`src/rtl/ups_pkg.sv`:
```
// Shared register map, CTRL bit positions and state encoding for the UPS pulse generator.
package ups_pkg;

  localparam int unsigned CTRL_IDX = 0;
  localparam int unsigned DLY_IDX  = 1;
  localparam int unsigned WID_IDX  = 2;
  localparam int unsigned PER_IDX  = 3;
  localparam int unsigned CNT_IDX  = 4;

  localparam int unsigned CTRL_START = 0;
  localparam int unsigned CTRL_STOP  = 1;

  typedef enum logic [1:0] {
    PG_IDLE,
    PG_DELAY,
    PG_HIGH,
    PG_LOW
  } pg_state_t;

endpackage

```
`src/rtl/ups_dcnt.sv`:
```
// Loadable down-counter that saturates at zero; zero_c flags the terminal value.
module ups_dcnt #(
  parameter int unsigned W = 32
) (
  input  logic         clk,
  input  logic         rst_n,
  input  logic         load,
  input  logic [W-1:0] load_val,
  input  logic         en,
  output logic         zero_c
);

  logic [W-1:0] cnt;

  always_ff @(posedge clk) begin
    if (!rst_n) begin
      cnt <= '0;
    end else if (load) begin
      cnt <= load_val;
    end else if (en && (cnt != '0)) begin
      cnt <= cnt - W'(1);
    end
  end

  assign zero_c = (cnt == '0);

endmodule

```
`src/rtl/ups_pulse_gen.sv`:
```
// Programmable pulse train (delay, width, period, count) armed and aborted by register-file writes.
module ups_pulse_gen
  import ups_pkg::*;
#(
  parameter int unsigned DW = 8,
  parameter int unsigned CW = 32
) (
  input  logic          clk,
  input  logic          rst_n,
  input  logic [31:0]   reg_data [DW-1:0],
  input  logic [DW-1:0] reg_dv,
  output logic          pulse_out,
  output logic          busy,
  output logic          done,
  output logic          err,
  output logic [CW-1:0] pulse_cnt
);

  pg_state_t state, state_nxt;

  logic [CW-1:0] in_dly, in_wid, in_per, in_cnt;
  logic [CW-1:0] sh_wid, sh_per, sh_cnt;
  logic          start_c, stop_c, cfg_ok_c, cont_c;
  logic          ph_load, ph_en, ph_zero_c;
  logic [CW-1:0] ph_val;
  logic          rem_load, rem_en, rem_zero_c;
  logic [CW-1:0] rem_val;
  logic          done_nxt, err_nxt, cnt_clr, enter_high;
  logic          unused_bits_c;

  assign start_c  = reg_dv[CTRL_IDX] && reg_data[CTRL_IDX][CTRL_START]
                    && !reg_data[CTRL_IDX][CTRL_STOP];
  assign stop_c   = reg_dv[CTRL_IDX] && reg_data[CTRL_IDX][CTRL_STOP];
  assign in_dly   = reg_data[DLY_IDX][CW-1:0];
  assign in_wid   = reg_data[WID_IDX][CW-1:0];
  assign in_per   = reg_data[PER_IDX][CW-1:0];
  assign in_cnt   = reg_data[CNT_IDX][CW-1:0];
  assign cfg_ok_c = (in_wid != '0) && (in_per > in_wid);
  assign cont_c   = (sh_cnt == '0);

  // Register contents outside the used fields are deliberately ignored.
  always_comb begin
    unused_bits_c = ^reg_dv;
    for (int i = 0; i < int'(DW); i++) begin
      unused_bits_c = unused_bits_c ^ (^reg_data[i]);
    end
  end

  ups_dcnt #(.W(CW)) u_phase (
    .clk      (clk),
    .rst_n    (rst_n),
    .load     (ph_load),
    .load_val (ph_val),
    .en       (ph_en),
    .zero_c   (ph_zero_c)
  );

  ups_dcnt #(.W(CW)) u_remain (
    .clk      (clk),
    .rst_n    (rst_n),
    .load     (rem_load),
    .load_val (rem_val),
    .en       (rem_en),
    .zero_c   (rem_zero_c)
  );

  always_ff @(posedge clk) begin
    if (!rst_n) begin
      state <= PG_IDLE;
    end else begin
      state <= state_nxt;
    end
  end

  // Phase counters hold (length - 1); a phase ends on the cycle its counter reads zero.
  always_comb begin
    state_nxt = state;
    ph_load   = 1'b0;
    ph_val    = '0;
    ph_en     = 1'b0;
    rem_load  = 1'b0;
    rem_val   = in_cnt - CW'(1);
    rem_en    = 1'b0;
    done_nxt  = 1'b0;
    err_nxt   = err;
    cnt_clr   = 1'b0;
    unique case (state)
      PG_IDLE: begin
        if (start_c) begin
          err_nxt = !cfg_ok_c;
          if (cfg_ok_c) begin
            cnt_clr  = 1'b1;
            rem_load = 1'b1;
            ph_load  = 1'b1;
            if (in_dly != '0) begin
              state_nxt = PG_DELAY;
              ph_val    = in_dly - CW'(1);
            end else begin
              state_nxt = PG_HIGH;
              ph_val    = in_wid - CW'(1);
            end
          end
        end
      end
      PG_DELAY: begin
        ph_en = 1'b1;
        if (ph_zero_c) begin
          state_nxt = PG_HIGH;
          ph_load   = 1'b1;
          ph_val    = sh_wid - CW'(1);
        end
      end
      PG_HIGH: begin
        ph_en = 1'b1;
        if (ph_zero_c) begin
          rem_en = !cont_c;
          if (!cont_c && rem_zero_c) begin
            state_nxt = PG_IDLE;
            done_nxt  = 1'b1;
          end else begin
            state_nxt = PG_LOW;
            ph_load   = 1'b1;
            ph_val    = sh_per - sh_wid - CW'(1);
          end
        end
      end
      PG_LOW: begin
        ph_en = 1'b1;
        if (ph_zero_c) begin
          state_nxt = PG_HIGH;
          ph_load   = 1'b1;
          ph_val    = sh_wid - CW'(1);
        end
      end
      default: state_nxt = PG_IDLE;
    endcase
    // Abort wins over everything, including a completion in the same cycle.
    if (stop_c && (state != PG_IDLE)) begin
      state_nxt = PG_IDLE;
      done_nxt  = 1'b0;
      ph_load   = 1'b0;
      rem_en    = 1'b0;
    end
  end

  assign enter_high = (state_nxt == PG_HIGH) && (state != PG_HIGH);

  always_ff @(posedge clk) begin
    if (!rst_n) begin
      pulse_out <= 1'b0;
      busy      <= 1'b0;
      done      <= 1'b0;
      err       <= 1'b0;
      pulse_cnt <= '0;
      sh_wid    <= '0;
      sh_per    <= '0;
      sh_cnt    <= '0;
    end else begin
      pulse_out <= (state_nxt == PG_HIGH);
      busy      <= (state_nxt != PG_IDLE);
      done      <= done_nxt;
      err       <= err_nxt;
      pulse_cnt <= (cnt_clr ? '0 : pulse_cnt) + CW'(enter_high);
      if ((state == PG_IDLE) && start_c) begin
        sh_wid <= in_wid;
        sh_per <= in_per;
        sh_cnt <= in_cnt;
      end
    end
  end

endmodule

```
`config.mk`:
```
export PLATFORM = sky130hd
export DESIGN_NAME = ups_pulse_gen
export DESIGN_NICKNAME = d
export VERILOG_FILES = /design/src/rtl/ups_pkg.sv /design/src/rtl/ups_dcnt.sv /design/src/rtl/ups_pulse_gen.sv
export SDC_FILE = /design/constraint.sdc
export NUM_CORES = 1
export LEC_CHECK = 0
export ABC_AREA = 1
export BUFFER_PORTS_ARGS = -buffer_cell sky130_fd_sc_hd__buf_2
export CAP_MARGIN = 20
export CORE_ASPECT_RATIO = 0.7
export CORE_MARGIN = 2
export CORE_UTILIZATION = 35
export CTS_CLUSTER_DIAMETER = 60
export DETAILED_ROUTE_END_ITERATION = 10
export GPL_ROUTABILITY_DRIVEN = 0
export GPL_TIMING_DRIVEN = 0
export PLACE_DENSITY = 0.56
export SLEW_MARGIN = 30
export SYNTH_ARGS = -nofsm -noshare
export SYNTH_HDL_FRONTEND = slang
export SYNTH_SLANG_ARGS = --single-unit
```
`constraint.sdc`:
```
create_clock -name clk -period 12.4 [get_ports clk]
set_clock_uncertainty 0.05 [all_clocks]
set_input_delay 3.1 -clock clk [delete_from_list [all_inputs] [get_ports clk]]
set_output_delay 3.1 -clock clk [all_outputs]
set_load 0.01 [all_outputs]
```
Word-level counts from Yosys, hierarchy flattened. Index checks and enable logic that the tools add are counted.

Register bits after elaboration: 198. Input bits: 266. Output and inout port bits: 36.

$add $sub $neg: 9. Magnitude comparators: 1. Equal/unequal tests: 5. Multiplexer cells: 33. Bitwise logic cells: 3. Reductions and logical operators: 29.

Operators with widths (count): 2-to-1 mux 32 bit (11); subtractor 32 x 1 -> 32 bit (second input constant) (7); nonzero test 32 bit (4); logical NOT 32 bit (3); case mux 32 bit (3 select lines) (1); adder 32 x 1 -> 32 bit (1); greater-than comparator 32 bit (1); subtractor 32 bit (1); 2-to-1 mux 2 bit (7); 2-to-1 mux 1 bit (12); logical AND 1 bit (10); nonzero test 2 bit (4); == test 2 bit (second input constant) (3); case mux 2 bit (3 select lines) (1); OR reduction 4 bit (1); logical NOT 1 bit (3); inverter 1 bit (3); case mux 1 bit (3 select lines) (1); OR reduction 3 bit (1); == test 2 x 1 -> 1 bit (second input constant) (1); logical NOT 2 bit (1); != test 2 bit (second input constant) (1); AND reduction 2 bit (1); OR reduction 2 bit (1).

Depth between registers and ports, before layout. Gate-level depths: netlist of run 1.

Word-level depth: 10. Gate-level depth with buffers: 32. Gate-level depth less buffers: 29.

Cells and area by module. A second synthesis of run 1 with hierarchy kept.

Cell total of the unflattened synthesis: 2638. Area total of the unflattened synthesis: 16017.9 um^2.

Modules (own cells, without submodules): ups_pulse_gen (times used 1, cells an instance 1811, area each 11180.7 um^2); ups_dcnt (u_remain) (times used 1, cells an instance 402, area each 2431.1 um^2); ups_dcnt (u_phase) (times used 1, cells an instance 425, area each 2406.1 um^2).

Worst setup path before layout of run 1. OpenSTA, ideal clock, no wires.

Path type: input -> register. Start point: input port reg_data[95] (netlist name). End point: register pulse_cnt[14]. Setup time: 0.118 ns. Arrival: 6.249 ns. Required time: 12.232 ns. Slack: 5.983 ns. Stages: 29. Buffers on the path: 4. Cell sequence: inv_1 -> ha_1 -> nand2_1 -> nor2_2 -> nand2_1 -> nor2_2 -> nand2_1 -> o21ai_1 -> nor2_1 -> nand2_4 -> nand3_2 -> buf_6 -> buf_8 -> buf_6 -> buf_2 -> o21ai_1 -> nand3_1 -> nor2_1 -> ha_1 -> ha_1 -> inv_1 -> nor2_2 -> nand2_2 -> nor2_2 -> nand3_1 -> nor2_2 -> inv_2 -> o21ai_1 -> a21oi_1.

Word-level cells in the longest chain between the ends: 9.

RTL lines: from (decl) (RTL line ups_pulse_gen.sv:10) `input logic [31:0] reg_data [DW-1:0],`; greater-than comparator 32 bit / nonzero test 32 bit (equally long branches) (RTL line ups_pulse_gen.sv:38) `assign cfg_ok_c = (in_wid != '0) && (in_per > in_wid);`; logical AND 1 bit * (RTL line ups_pulse_gen.sv:38); 2-to-1 mux 2 bit (RTL line ups_pulse_gen.sv:91) `if (cfg_ok_c) begin`; 2-to-1 mux 2 bit (RTL line ups_pulse_gen.sv:89) `if (start_c) begin`; case mux 2 bit (3 select lines) (RTL line ups_pulse_gen.sv:87) `unique case (state)`; 2-to-1 mux 2 bit (RTL line ups_pulse_gen.sv:138) `if (stop_c && (state != PG_IDLE)) begin`; == test 2 bit (RTL line ups_pulse_gen.sv:146) `assign enter_high = (state_nxt == PG_HIGH) && (state != PG_HIGH);`; logical AND 1 bit (RTL line ups_pulse_gen.sv:146); adder 32 x 1 -> 32 bit * (RTL line ups_pulse_gen.sv:163) `pulse_cnt <= (cnt_clr ? '0 : pulse_cnt) + CW'(enter_high);`; to (signal assigned) (RTL line ups_pulse_gen.sv:163); to (decl) (RTL line ups_pulse_gen.sv:16) `output logic [CW-1:0] pulse_cnt`.

Mark *: on every way between the ends. The rest lies on a longest branch, timed or not. A chain may end at the register's enable or synchronous reset.

Final worst setup path of run 1.
Start point: input port reg_data[95] (netlist name). End point: register pulse_cnt[20].

The elaborated chain is that of the path after synthesis.

==> out/summary.log, run 1 <==
qor: floorplan.die_x 254 um
qor: critical_path.critical_path.max_fanout 10
qor: power_and_ir_drop.net-switching-power 0.00102 W
qor: critical_path.end_kind register
qor: critical_path.worst_ep_arrival_time 8230 ps
qor: floorplan.boundaryPins 302
qor: clock_network.cts_inserted_buffers 17
qor: logic_synthesis.yosysUniqueCellTypes 52
qor: global_route.first_pass_grt_wire_length 92.4 mm
qor: power_and_ir_drop.max-vdd-ir-drop 133 uV
qor: sta.report.final.hold_viol_count 0
qor: sta.timing.final.crit_share 0.637
qor: clock_network.clock_tree.buffer_depth 2
qor: sta.slew_violations 0
qor: logic_synthesis.netlist.top_cell.by_area dfxtp_1
qor: logic_synthesis.synth_cells 2540
qor: sta.fmax 0.127 GHz
qor: clock_network.post_cts.resized_instances 0
qor: logic_synthesis.synthTopCellsByArea dfxtp_1 (26%), nand2_1 (13%), nor2_1 (8.4%), inv_1 (8.3%), a21oi_1 (6.9%)
qor: floorplan.floorplan.initialDensity 0.353
qor: floorplan.row_count 64
qor: logic_synthesis.synth_top_area_share 0.259
qor: logic_synthesis.postSynthRegisterBits 198
qor: sta.maxSlewHeadroom 0.364
qor: route.via_per_inst 5.33
qor: clock_network.cts_hold_buffers 0
qor: power_and_ir_drop.comb_power_share 0.422
qor: run_status.status completed
qor: logic_synthesis.synthFlopType dfxtp_1
qor: place.placed_cells_incl_taps 3302
qor: power_and_ir_drop.power_per_cell_area 132 nW/um2
qor: logic_synthesis.synth.net_count 2876
qor: global_route.antenna_found_initial 8
qor: logic_synthesis.syn-cell-area 15300 um2
qor: layout.antenna-diode-count 0
qor: critical_path.critical-path-max-stage-delay 400 ps
qor: place.placed_cell_area 16900 um2
qor: logic_synthesis.synth_most_common_cell nand2_1
qor: route.ant_nets 0
qor: critical_path.critPathRequiredTime 12730 ps
qor: floorplan.design.die.area 45500 um2
qor: sta.timing_worst_slew_pin_value 953 ps
qor: logic_synthesis.syn_area_per_cell 6.04 um2
qor: power_and_ir_drop.pwr-share-clk 0.259
qor: route.dr.pass1.iters 5
qor: layout.design.final.nets 3063
qor: global_route.gr-total-overflow 0
qor: clock_network.clkSinkCount 198
qor: clock_network.cts_tree built
qor: clock_network.clock_tree.htree_level_count 4
qor: route.route.detailed.wl_per_inst 18.3 um
qor: place.port_buffers 168
qor: clock_network.cts-root-buf clkbuf_16
qor: logic_synthesis.netlist_top_cells_count nand2_1 (547), nor2_1 (344), inv_1 (340)
qor: critical_path.timing.critical_path.from_type input pin
qor: global_route.grt_usage 0.267
qor: sta.rsz_0062_raised_after_global_routing no
qor: power_and_ir_drop.totalPowerFinal 0.00231 W
qor: sta.fin_setup_tns 0 ps
qor: layout.final_area 17500 um2
qor: flow_run.max_cap_viols 0
qor: floorplan.core 43500 um2
qor: sta.timing.final.crit_period 7900 ps
qor: logic_synthesis.yosys_warnings 0
qor: route.totalWireLength 61.0 mm
qor: clock_network.clock_latency_late_sink 480 ps
qor: power_and_ir_drop.leakage_dissipation 8.62 nW
qor: global_route.grt_start_max_net_pins 22
qor: layout.non_filler_instance_count_after_layout 3334
qor: floorplan.chipHeight 179 um
qor: power_and_ir_drop.switching_share 0.443
qor: route.detail_route.drc_violations 0
qor: clock_network.postCtsSetupBuffers 0
qor: logic_synthesis.synth-edff-count 0
qor: critical_path.worstSetupPathType input pin to register
qor: sta.setup-violations-final 0
qor: power_and_ir_drop.internal_power_contribution 0.00128 W
qor: clock_network.clk_transition_reported_paths 80 ps
qor: layout.post_layout_utilization_of_the_core 0.403
qor: logic_synthesis.yosysSeqAreaShare 0.259
qor: layout.drive_above_1_share 0.113
qor: layout.area.growth.synth_to_final 14.3%
qor: worst_hold_path.timing.hold.worst.class register to register
qor: power_and_ir_drop.power.sequential.fraction 0.319
qor: logic_synthesis.postSynth.asyncResetShare 0
qor: critical_path.worst_path_max_delay_cell nor2_1
qor: global_route.first_global_vias 16.3k
qor: route.first_iter_violations 1750
qor: route.via_count 17.8k
qor: place.dpl_hpwl 50.0 mm
-- worst max-delay path, delay by kind of cell --
kind	cells	cell delay (ps)
AOI/OAI and AO/OA	1	70
and+or+nand+nor	17	2560
buffers and inverters	9	1790
adders and majority gates	3	670
-- final cells by class --
| class | count | area (um2) |
|---|---|---|
| tap | 594 | 743 |
| sequential | 198 | 3960 |
| timing repair buffer | 168 | 841 |
| inverter | 367 | 1380 |
| fill | 4786 | 26000 |
| multi-input combinational | 1890 | 9590 |
| buffer | 85 | 403 |
| clock inverter | 15 | 174 |
| clock buffer | 17 | 425 |
-- power groups by stage --
stage / Combinational, W / Sequential (W) / Clock (W)
2_1_floorplan: 0.000688 / 0.000737 / 0
3_3_place_gp: 0.000926 / 0.000749 / 0
3_5_place_dp: 0.000940 / 0.000749 / 0
4_1_cts: 0.000945 / 0.000735 / 0.000602
5_1_grt: 0.00108 / 0.000744 / 0.000625
6_report: 0.000973 / 0.000737 / 0.000597
-- cells by family after synthesis --
family,share of synthesized area
DFF,0.259
adders and majority gates,0.0576
buffers and inverters,0.116
and+or+nand+nor,0.355
xor gates and xnor gates,0.0354
AOI/OAI and AO/OA,0.177
-- final timing paths --
kind	from	endpoint	slack [ps]	depth (start not counted)
min	err$_SDFFE_PN0P_	err$_SDFFE_PN0P_	450	2
max reg2reg	u_phase.cnt[24]$_SDFFE_PN0P_	pulse_cnt[20]$_SDFF_PN0_	7450	21
min reg2reg	err$_SDFFE_PN0P_	err$_SDFFE_PN0P_	450	2
max	reg_data[95]	pulse_cnt[20]$_SDFF_PN0_	4500	30
-- registers in the layout, summed over array words and instances (netlist names) --
signal        flops
done              1
sh_per           32
pulse_out         1
sh_cnt           32
u_phase.cnt      32
busy              1
state             2
pulse_cnt        32
u_remain.cnt     32
sh_wid           32
err               1
-- placed cells by master (no fill, tap or decap), types with 4 or more instances in the layout --
| cell type | synthesis | final |
|---|---|---|
| buf_6 | 5 | 5 |
| nand3_1 | 144 | 144 |
| a21oi_1 | 210 | 210 |
| ha_1 | 69 | 69 |
| o221ai_1 | 7 | 7 |
| a31oi_1 | 7 | 7 |
| xor2_1 | 39 | 39 |
| nor2_4 | 6 | 6 |
| buf_2 | 21 | 189 |
| inv_1 | 340 | 340 |
| nor2_1 | 344 | 344 |
| nand3b_1 | 7 | 7 |
| nand4_1 | 88 | 88 |
| clkbuf_16 | 0 | 17 |
| clkbuf_1 | 54 | 53 |
| inv_8 | 0 | 5 |
| xnor2_1 | 23 | 23 |
| o22ai_1 | 8 | 8 |
| o211ai_1 | 11 | 11 |
| or2_1 | 6 | 6 |
| o21bai_1 | 9 | 9 |
| or2_2 | 7 | 7 |
| nor2_2 | 21 | 21 |
| nor4_1 | 20 | 20 |
| nor3_1 | 38 | 38 |
| o21ai_0 | 207 | 207 |
| o31ai_1 | 5 | 5 |
| o21a_1 | 4 | 4 |
| o21ai_1 | 17 | 17 |
| dfxtp_1 | 198 | 198 |
| inv_6 | 0 | 4 |
| inv_2 | 25 | 25 |
| a21o_1 | 9 | 9 |
| nand2_1 | 547 | 547 |
| nand2_2 | 12 | 12 |
-- metrics by stage --
step / hold WS [ps] / setup slack (ps)
5_1_grt: 478 / 4250
4_1_cts: 455 / 4690
2_1_floorplan: 428 / 5980
3_3_place_gp: 428 / 4250
6_report: 449 / 4500
3_5_place_dp: 435 / 4200
-- per-layer routing --
metal	global-route usage	vias up	share of wire
li1	-	8702	-
met1	0.400	8228	0.50
met2	0.374	767	0.38
met3	0.0650	87	0.095
met4	0.0701	2	0.024
met5	0	-	0.00021
Power figures use the tool's default switching activity.
==> run 2: changes to the inputs <==
--- a/config.mk
+++ b/config.mk
@@ -5,7 +5,7 @@
 export SDC_FILE = /design/constraint.sdc
 export NUM_CORES = 1
 export LEC_CHECK = 0
-export ABC_AREA = 1
+export ABC_AREA = 0
 export BUFFER_PORTS_ARGS = -buffer_cell sky130_fd_sc_hd__buf_2
 export CAP_MARGIN = 20
 export CORE_ASPECT_RATIO = 0.7
@@ -15,7 +15,7 @@
 export DETAILED_ROUTE_END_ITERATION = 10
 export GPL_ROUTABILITY_DRIVEN = 0
 export GPL_TIMING_DRIVEN = 0
-export PLACE_DENSITY = 0.56
+export PLACE_DENSITY = 0.58
 export SLEW_MARGIN = 30
 export SYNTH_ARGS = -nofsm -noshare
 export SYNTH_HDL_FRONTEND = slang
==> constraint.sdc (replaced) <==
create_clock -name clk -period 6.5 [get_ports clk]
set_clock_uncertainty 0.05 [all_clocks]
set_input_delay 1.625 -clock clk [delete_from_list [all_inputs] [get_ports clk]]
set_output_delay 1.625 -clock clk [all_outputs]
set_load 0.01 [all_outputs]
==> run 2 against run 1 <==
Die area decreased by 7.3%. First-iteration DRC count increased by 11%. Sequential power increased by 82%. Cell count decreased by 20%. Flip-flop and latch count unchanged. Synthesized cell count decreased by 24%. Power increased by 52%. Critical path type unchanged. Critical endpoint is now pulse_cnt[29]$_SDFF_PN0_. Largest cell class unchanged.
==> out/summary.log, run 2 <==
qor: global_route.grt_usage 0.262
qor: floorplan.row_count 61
qor: clock_network.clock_tree.buffer_depth 2
qor: critical_path.end_kind register
qor: layout.layout_common_cells nand2_1 (295), a21oi_1 (205), dfxtp_1 (198)
qor: critical_path.r2r_slack 510 ps
qor: global_route.antenna_found_initial 2
qor: route.top_layer met5
qor: clock_network.cts_hold_buffers 0
qor: logic_synthesis.synth-edff-count 0
qor: layout.final.fill_count 4204
qor: layout.design.final.nets 2470
qor: layout.area.growth.synth_to_final 16.4%
qor: power_and_ir_drop.net-switching-power 0.00132 W
qor: power_and_ir_drop.power_per_cell_area 213 nW/um2
qor: route.totalWireLength 56.4 mm
qor: sta.timing.final.crit_share 0.975
qor: layout.drive_above_1_share 0.131
qor: sta.setup-violations-final 0
qor: critical_path.r2r_end pulse_cnt[29]$_SDFF_PN0_
qor: clock_network.cts_tree built
qor: critical_path.worst_path_dominant_cell_family simple AND/OR/NAND/NOR gates
qor: logic_synthesis.netlist.top_cell.by_area dfxtp_1
qor: clock_network.clkSinkCount 198
qor: critical_path.crit_path_frequent_cell nand3_1
qor: critical_path.critical_path.reg2reg.startpoint u_phase.cnt[20]$_SDFFE_PN0P_
qor: clock_network.clock_latency_late_sink 480 ps
qor: logic_synthesis.postSynthRegisterBits 198
qor: logic_synthesis.synth_cells 1942
qor: logic_synthesis.postSynth.asyncResetShare 0
qor: route.via_count 15.6k
qor: worst_hold_path.sink_of_the_worst_hold_path sh_cnt[9]$_SDFFE_PN0P_
qor: layout.layout_commonest_cell nand2_1
qor: floorplan.core 39800 um2
qor: critical_path.levels_on_crit_path 18
qor: clock_network.clk_transition_reported_paths 80 ps
qor: power_and_ir_drop.comb_power_share 0.315
qor: place.preCtsSetupSlack -1710 ps
qor: logic_synthesis.synthTopCellsByArea dfxtp_1 (28%), nand2_1 (7.8%), a21oi_1 (7.2%), ha_1 (6.1%), xnor2_1 (5.4%)
qor: logic_synthesis.yosysSeqAreaShare 0.279
qor: place.dpl_hpwl 44.2 mm
qor: route.first_iter_violations 1938
qor: sta.report.final.hold_viol_count 0
qor: clock_network.cts_inserted_buffers 17
qor: route.ant_nets 0
qor: layout.non_filler_instance_count_after_layout 2682
qor: route.met3WireLength 6.30 mm
qor: critical_path.timing.critical_path.buf_inv 4
qor: logic_synthesis.synthFlopType dfxtp_1
qor: floorplan.chipHeight 173 um
qor: floorplan.boundaryPins 302
qor: logic_synthesis.syn-cell-area 14200 um2
qor: global_route.first_global_vias 14.6k
qor: critical_path.worst-r2r-cell-count 16
qor: critical_path.worstSetupPathType input pin to register
qor: flow_run.max_cap_viols 0
qor: run_status.status completed
qor: power_and_ir_drop.leakage_dissipation 6.38 nW
qor: global_route.gr-total-overflow 0
qor: critical_path.worst_path_max_delay_cell or4_1
qor: worst_hold_path.hold_path_depth 2
qor: route.route.detailed.wl_per_inst 21.0 um
qor: power_and_ir_drop.internal_power_contribution 0.00220 W
qor: route.wl_met1 26.4 mm
qor: logic_synthesis.netlist_top_cells_count nand2_1 (295), a21oi_1 (205), dfxtp_1 (198)
qor: logic_synthesis.yosys_warnings 0
qor: route.detail_route.drc_violations 0
qor: sta.slew_violations 0
qor: sta.rsz_0062_raised_after_global_routing no
qor: route.detailroute.wirelength.met2 22.6 mm
qor: route.dr.pass1.iters 5
qor: sta.maxSlewHeadroom 0.311
qor: logic_synthesis.synth_most_common_cell nand2_1
qor: place.placed_cells_incl_taps 2645
qor: logic_synthesis.syn_area_per_cell 7.31 um2
qor: floorplan.die_x 245 um
qor: sta.fmax 0.158 GHz
qor: worst_hold_path.timing.hold.worst.start sh_cnt[9]$_SDFFE_PN0P_
qor: worst_hold_path.timing.hold.worst.class register to register
qor: sta.timing_worst_slew_pin_value 1030 ps
qor: global_route.first_pass_grt_wire_length 85.2 mm
qor: logic_synthesis.synth_top_area_share 0.279
qor: global_route.grt_start_max_net_pins 20
qor: critical_path.timing.critical_path.from_type input pin
qor: place.port_buffers 165
qor: critical_path.critical_path.max_fanout 10
qor: critical_path.cp_cell_sequence buf_2, nor4_2, nand3_1, or4_1, o31a_1, o211ai_4, clkbuf_2, clkbuf_4, clkbuf_2, and2_1, ha_1, nand3_1, nor2_1, nand3_1, nor2_1, nand3_1, or3_1, a21oi_1
qor: critical_path.worst_ep_arrival_time 6680 ps
qor: logic_synthesis.yosysUniqueCellTypes 74
qor: power_and_ir_drop.switching_share 0.375
qor: floorplan.floorplan.initialDensity 0.356
qor: logic_synthesis.synth.net_count 2278
qor: clock_network.cts-root-buf clkbuf_16
qor: clock_network.clock_tree.htree_level_count 4
qor: route.via_per_inst 5.83
qor: power_and_ir_drop.power.sequential.fraction 0.380
qor: floorplan.design.die.area 42200 um2
qor: sta.timing.final.crit_period 6340 ps
qor: critical_path.critPathRequiredTime 6850 ps
qor: power_and_ir_drop.max-vdd-ir-drop 237 uV
qor: power_and_ir_drop.pwr-share-clk 0.305
qor: sta.setup_ws 164 ps
qor: critical_path.critical-path-max-stage-delay 710 ps
[run 2: cell types whose count changed in the layout (fill, tap and decap cells not counted), sizes merged, moves of 24 or more]
| cell | before | now |
|---|---|---|
| nor2 | 371 | 175 |
| nor3 | 40 | 65 |
| inv | 376 | 90 |
| a211oi | 1 | 35 |
| nand4 | 88 | 20 |
| nor4 | 21 | 73 |
| o21ai | 224 | 78 |
| nand2 | 560 | 295 |
| mux2i | 0 | 24 |
| xnor2 | 23 | 88 |
| nand3 | 147 | 56 |
| or3 | 0 | 36 |
[run 2: final cells by class]
class,count,area [um2],area share
multi-input combinational,1569,9720,0.588
antenna,1,2.50,0.000151
clock inverter,14,136,0.00825
buffer,93,399,0.0242
inverter,81,304,0.0184
sequential,198,3960,0.240
clock buffer,17,425,0.0257
tap,535,669,0.0405
timing repair buffer,174,903,0.0547
[run 2: timing repair]
action | CTS | global route
resized for setup | 26 | 16
setup buffers | 5 | 1
setup endpoints to repair | 51 | 21
pin swaps | 4 | 0
[run 2: metrics by stage]
stage / setup TNS [ps] / hold WS, ps / power (W) / utilization / cell area (um2)
4_1_cts: 0 / 410 / 0.00349 / 0.413 / 16400
3_5_place_dp: -66200 / 398 / 0.00241 / 0.395 / 15700
5_1_grt: 0 / 426 / 0.00368 / 0.415 / 16500
2_1_floorplan: 0 / 386 / 0.00208 / - / 14200
6_report: 0 / 408 / 0.00351 / 0.415 / 16500
3_3_place_gp: -108380 / 393 / 0.00239 / 0.394 / 15700
[run 2: worst min-delay path: cells and delay by family, from the launching register on]
family / cells / cell delay [ps]
AO/OA/AOI/OAI: 1 / 50
AND/OR/NAND/NOR: 1 / 50
flip-flops: 1 / 310
[run 2: logic make-up after synthesis]
| family | after synthesis | share of synthesized area |
|---|---|---|
| multiplexers | 31 | 0.0227 |
| AND/OR/NAND/NOR | 842 | 0.290 |
| flip-flops | 198 | 0.279 |
| adder cells (fa/ha/maj) | 70 | 0.0622 |
| AO/OA/AOI/OAI | 479 | 0.207 |
| buffers and inverters | 175 | 0.0480 |
| XOR/XNOR | 147 | 0.0907 |
[run 2: routing by layer]
layer,GRT usage,vias up
met1,0.382,7440
met4,0.0673,2
met2,0.373,748
li1,-,7370
met5,0,-
met3,0.0761,84
[run 2: worst max path at each step]
stage	from	endpoint	slack (ps)
2_1_floorplan	reg_data[68]	u_remain.cnt[30]$_SDFFE_PN0P_	410
3_3_place_gp	reg_data[1]	u_remain.cnt[30]$_SDFFE_PN0P_	-2360
3_5_place_dp	reg_data[95]	u_remain.cnt[30]$_SDFFE_PN0P_	-1710
4_1_cts	reg_data[68]	u_remain.cnt[24]$_SDFFE_PN0P_	40
5_1_grt	reg_data[80]	pulse_cnt[29]$_SDFF_PN0_	3
6_report	reg_data[80]	pulse_cnt[29]$_SDFF_PN0_	160
[run 2: power groups by stage]
stage / Clock, W / Sequential [W] / Combinational (W)
floorplan: 0 / 0.00134 / 0.000741
global placement: 0 / 0.00136 / 0.00103
global route: 0.00113 / 0.00134 / 0.00121
finish: 0.00107 / 0.00134 / 0.00111
CTS: 0.00108 / 0.00133 / 0.00107
detailed placement: 0 / 0.00136 / 0.00105
